### src/rtl/fir_pkg.sv
// Shared definitions for the FIR output stage.
// Word format, FSM encoding and framing markers.
package fir_pkg;

  localparam int Y_N_SIZE_DEF = 11;
  localparam int WORD_W = 14;

  localparam logic [1:0] ST_IDLE = 2'b00;
  localparam logic [1:0] ST_SEND_HI = 2'b01;
  localparam logic [1:0] ST_SEND_LO = 2'b10;

  localparam logic HI_MARK = 1'b1;
  localparam logic LO_MARK = 1'b0;

  typedef enum logic [1:0] {
    IDLE = ST_IDLE,
    SEND_HI = ST_SEND_HI,
    SEND_LO = ST_SEND_LO
  } state_t;

endpackage

### src/rtl/fir_sync_fifo.sv
// Single-clock FIFO with occupancy count.
// Caller guarantees no push when full and no pop when empty.
module fir_sync_fifo #(
  parameter int WIDTH = 11,
  parameter int DEPTH = 4,
  localparam int PW = $clog2(DEPTH),
  localparam int LW = $clog2(DEPTH + 1)
) (
  input  logic             clk,
  input  logic             reset,
  input  logic             push,
  input  logic             pop,
  input  logic [WIDTH-1:0] wdata,
  output logic [WIDTH-1:0] rdata,
  output logic [LW-1:0]    level
);

  logic [WIDTH-1:0] mem [DEPTH];
  logic [PW-1:0] wr_ptr;
  logic [PW-1:0] rd_ptr;

  always_ff @(posedge clk) begin
    if (push) mem[wr_ptr] <= wdata;
  end

  always_ff @(posedge clk or posedge reset) begin
    if (reset) begin
      wr_ptr <= '0;
      rd_ptr <= '0;
      level <= '0;
    end else begin
      if (push) wr_ptr <= wr_ptr + PW'(1);
      if (pop) rd_ptr <= rd_ptr + PW'(1);
      unique case ({push, pop})
        2'b10: level <= level + LW'(1);
        2'b01: level <= level - LW'(1);
        default: level <= level;
      endcase
    end
  end

  assign rdata = mem[rd_ptr];

endmodule

### src/rtl/fir_out_packer.sv
// Buffers filter results and emits each as a HI/LO
// byte pair; bit 7 flags the HI byte for resync.
module fir_out_packer
  import fir_pkg::*;
#(
  parameter int Y_N_SIZE = Y_N_SIZE_DEF,
  parameter int FIFO_DEPTH = 4,
  localparam int LW = $clog2(FIFO_DEPTH + 1)
) (
  input  logic                clk,
  input  logic                reset,
  input  logic [Y_N_SIZE-1:0] y_n,
  input  logic                y_valid,
  output logic [7:0]          out_byte,
  output logic                out_valid,
  input  logic                out_ready,
  output logic                overflow,
  output logic [LW-1:0]       fifo_level
);

  state_t state_q;
  state_t state_d;
  logic [WORD_W-1:0] word_q;
  logic [Y_N_SIZE-1:0] fifo_dout;
  logic pop;
  logic push_ok;
  logic full;
  logic avail;

  assign full = (fifo_level == LW'(FIFO_DEPTH));
  assign avail = (fifo_level != '0);
  // a pop frees a slot in the same edge, so full+pop still accepts
  assign push_ok = y_valid && (!full || pop);

  fir_sync_fifo #(
    .WIDTH(Y_N_SIZE),
    .DEPTH(FIFO_DEPTH)
  ) u_fifo (
    .clk(clk),
    .reset(reset),
    .push(push_ok),
    .pop(pop),
    .wdata(y_n),
    .rdata(fifo_dout),
    .level(fifo_level)
  );

  always_comb begin
    state_d = state_q;
    pop = 1'b0;
    out_valid = 1'b0;
    out_byte = '0;
    unique case (state_q)
      IDLE: begin
        if (avail) begin
          pop = 1'b1;
          state_d = SEND_HI;
        end
      end
      SEND_HI: begin
        out_valid = 1'b1;
        out_byte = {HI_MARK, word_q[13:7]};
        if (out_ready) state_d = SEND_LO;
      end
      SEND_LO: begin
        out_valid = 1'b1;
        out_byte = {LO_MARK, word_q[6:0]};
        if (out_ready) begin
          if (avail) begin
            pop = 1'b1;
            state_d = SEND_HI;
          end else begin
            state_d = IDLE;
          end
        end
      end
      default: state_d = IDLE;
    endcase
  end

  always_ff @(posedge clk or posedge reset) begin
    if (reset) begin
      state_q <= IDLE;
      word_q <= '0;
      overflow <= 1'b0;
    end else begin
      state_q <= state_d;
      if (pop) word_q <= WORD_W'($signed(fifo_dout));
      if (y_valid && !push_ok) overflow <= 1'b1;
    end
  end

endmodule

### config.mk
export PLATFORM = sky130hd
export DESIGN_NAME = fir_out_packer
export DESIGN_NICKNAME = d
export VERILOG_FILES = /design/src/rtl/fir_pkg.sv /design/src/rtl/fir_sync_fifo.sv /design/src/rtl/fir_out_packer.sv
export SDC_FILE = /design/constraint.sdc
export NUM_CORES = 1
export LEC_CHECK = 0
export BUFFER_PORTS_ARGS = -buffer_cell sky130_fd_sc_hd__clkbuf_2
export CAP_MARGIN = 10
export CELL_PAD_IN_SITES_DETAIL_PLACEMENT = 0
export CELL_PAD_IN_SITES_GLOBAL_PLACEMENT = 1
export CORE_ASPECT_RATIO = 1.5
export CORE_MARGIN = 2
export CORE_UTILIZATION = 53
export CTS_CLUSTER_SIZE = 30
export DETAILED_ROUTE_END_ITERATION = 12
export GPL_TIMING_DRIVEN = 0
export PLACE_DENSITY_LB_ADDON = 0.2
export REMOVE_ABC_BUFFERS = 1
export SETUP_SLACK_MARGIN = 0.02
export SYNTH_ARGS = -nofsm -noshare
export SYNTH_HDL_FRONTEND = slang
export SYNTH_SLANG_ARGS = --single-unit
### constraint.sdc
create_clock -name clk -period 4.3 [get_ports clk]
set_clock_uncertainty 0.2 [all_clocks]
set_input_delay 0.645 -clock clk [delete_from_list [all_inputs] [get_ports clk]]
set_output_delay 0.645 -clock clk [all_outputs]
set_load 0.05 [all_outputs]
==> reports/metrics.yaml <==
startpoint: "state_q[0]"
rrSetupSlack_ns: 1.09
syn_inst: 154
clkPwrFrac: 0.193
cts_buffers: 9
reg2reg_from: "state_q[0]"
ys_seq_area_frac: 0.666
status: "complete, no violations"
synth-xor-area-share: 0.0190
die_w_microns: 63.1
yosys.cell_types.count: 31
post_cts_buffers: 0
final_common_cell: "edfxtp_1"
avgSynthCellArea_sq_um: 18.0
gr-total-overflow: 0
syn-cell-area_sq_um: 2770
min_period_ns: 3.21
drt_iter0_markers: 50
fillers: 410
slowest_stage: "nor2_2"
synth_compound_area_frac: 0.0375
clk_latency_ns: 0.33
grt_pass1_wl_mm: 7.29
p_int_mw: 1.59
post_cts_resized: 0
cts_hold_buf: 0
routed_wl_mm: 4.35
core_sq_um: 5080
final_max_slew_viol_count: 0
cellPowerDensity_nw_per_um2: 804
finalWeightedCongestion: 0.679
max_freq_mhz: 312
htree_levels: 3
tns_ns: 0
synth_mux_area_frac: 0.161
final_cell_mix: "44 x edfxtp_1, 27 x clkbuf_2, 21 x dfrtp_1"
drt_first_pass_iters: 4
io_buffers: 27
grt_max_degree: 22
row_count: 32
synth_fa_ha_area_frac: 0.0523
setup_viol: 0
slowest_delay_ns: 0.69
cts_tree: "built"
vias: 1389
rsz0062_at_grt: "false"
vdd_drop_max_mv: 0.395
viasPerCell: 5.34
regArea_sq_um: 1850
cts_buffer_depth: 2
worstPathCellList: "inv_1, ha_1, a21oi_2, nor2_2, ha_1, inv_1, fa_1, xor2_1, nor2_1, xor2_1"
antenna_found_initial: 0
critPathCaptureType: "flip-flop"
yosys_warnings: 0
diodes: 0
area_growth_pct: 13.4
critPathArrivalTime_ns: 3.27
ant_nets: 0
drc_errors: 0
synth_top_family_by_area: "multiplexers"
switchingPower_uw: 939
die_h_microns: 92.6
worst_slew_pin_slew_ns: 0.864
crit_path_max_fanout: 13
io-pin-count: 28
drive_gt1_frac: 0.349
relSlewSlack: 0.423
seqPwrFrac: 0.404
hold_path.class: "primary input to asynchronous set/reset pin"
start_kind: "flip-flop"
clock-root-buffer: "clkbuf_8"
p_sw_frac: 0.372
clock-sinks: 65
nNetsFinal: 213
post-route-period-util: 0.746
multiInputGateArea_sq_um: 852
worstSetupPathType: "flip-flop to flip-flop"
p_comb_frac: 0.403
grt_pass1_vias: 1502
drv_cap: 0
detailed_place_hpwl_mm: 3.00
critical_path_required_ns: 4.36
synth_seq_cells: 65
track_usage: 0.176
path_clk_slew_ns: 0.07
finalPower_mw: 2.53
avgRoutedWirePerCell_microns: 16.7
synth_simple_gate_area_share: 0.0379
start_util: 0.545
p_leak_nw: 1.25
hold_viol_final: 0
die_area_sq_um: 5840
[per-layer routing]
layer,global-route usage,wire [microns],up-vias
met1,0.194,1800,700
met2,0.294,2300,34
li1,-,-,644
met3,0.0486,152,11
met4,0.120,99,0
met5,0,0,-
[critical path, delay by kind of cell (launching register included)]
family / cells / cell delay, ns
fa+ha+maj: 3 / 1.08
simple gates: 2 / 0.80
compound gates: 1 / 0.16
flops: 1 / 0.42
buf+inv: 2 / 0.18
xor+xnor: 2 / 0.30
[worst paths after layout]
path                                    to  cells after the start
min in group clk                  overflow                      1
setup reg to reg           u_fifo.level[2]                     10
hold reg to reg                   overflow                      1
setup / recovery           u_fifo.level[2]                     10
max in group asynchronous        word_q[8]                      2
hold / removal                    overflow                      2
[sequential cells by signal, summed over array words and instances, names as in the netlist]
name and flops:
u_fifo.mem 44, word_q 11, u_fifo.level 3, state_q 2
u_fifo.rd_ptr 2, u_fifo.wr_ptr 2, overflow 1
[cells by family after synthesis]
kind of cell	after synthesis
muxes	25
AOI/OAI and AO/OA	13
xor gates and xnor gates	6
buffers and inverters	15
DFF	65
adders and majority gates	11
and+or+nand+nor	19
[layout make-up]
type	instances	share of cell area
multi-input cells	74	0.271
repair buffers	27	0.0430
inverters	10	0.0119
clock inverters	5	0.0179
flip-flops and latches	65	0.587
well taps	68	0.0271
clock buffers	11	0.0418
[synth_stat cells (all sizes together)]
master | instances | area share
or4 | 1 | 0.0027
nor2b | 3 | 0.0068
dfrtp | 21 | 0.19
o21ba | 1 | 0.0036
a21oi | 2 | 0.0050
xnor2 | 2 | 0.0063
nand2 | 5 | 0.0068
ha | 10 | 0.045
a21boi | 4 | 0.011
mux2 | 13 | 0.064
nor2 | 4 | 0.0063
inv | 10 | 0.014
nor3 | 1 | 0.0036
a41o | 1 | 0.0036
fa | 1 | 0.0072
and2 | 4 | 0.0090
mux2i | 1 | 0.0036
xor2 | 4 | 0.013
a31oi | 1 | 0.0045
o21ai | 1 | 0.0018
a22oi | 3 | 0.0081
buf | 5 | 0.013
mux4 | 11 | 0.093
nor3b | 1 | 0.0027
edfxtp | 44 | 0.48
[power groups by stage]
stage | registers, mW | clock network, mW | logic (mW)
floorplan | 1.05 | 0 | 0.783
global placement | 1.02 | 0 | 1.01
detailed placement | 1.04 | 0 | 1.03
CTS | 1.03 | 0.501 | 1.04
global route | 1.05 | 0.528 | 1.11
finish | 1.02 | 0.488 | 1.02
[per-stage QoR]
| step | instance area [sq um] | std cells | setup WS [ns] | utilization | hold slack, ns |
|---|---|---|---|---|---|
| finish | 3140 | 260 | 1.09 | 0.618 | 0.234 |
| global route | 3140 | 260 | 0.858 | 0.618 | 0.295 |
| CTS | 3140 | 260 | 1.03 | 0.618 | 0.251 |
| detailed placement | 2960 | 244 | 1.04 | 0.581 | 0.271 |
| global placement | 2960 | 244 | 1.13 | 0.581 | 0.250 |
| floorplan | 2740 | 149 | 1.17 | - | 0.281 |
(Power assumes the default switching activity.)
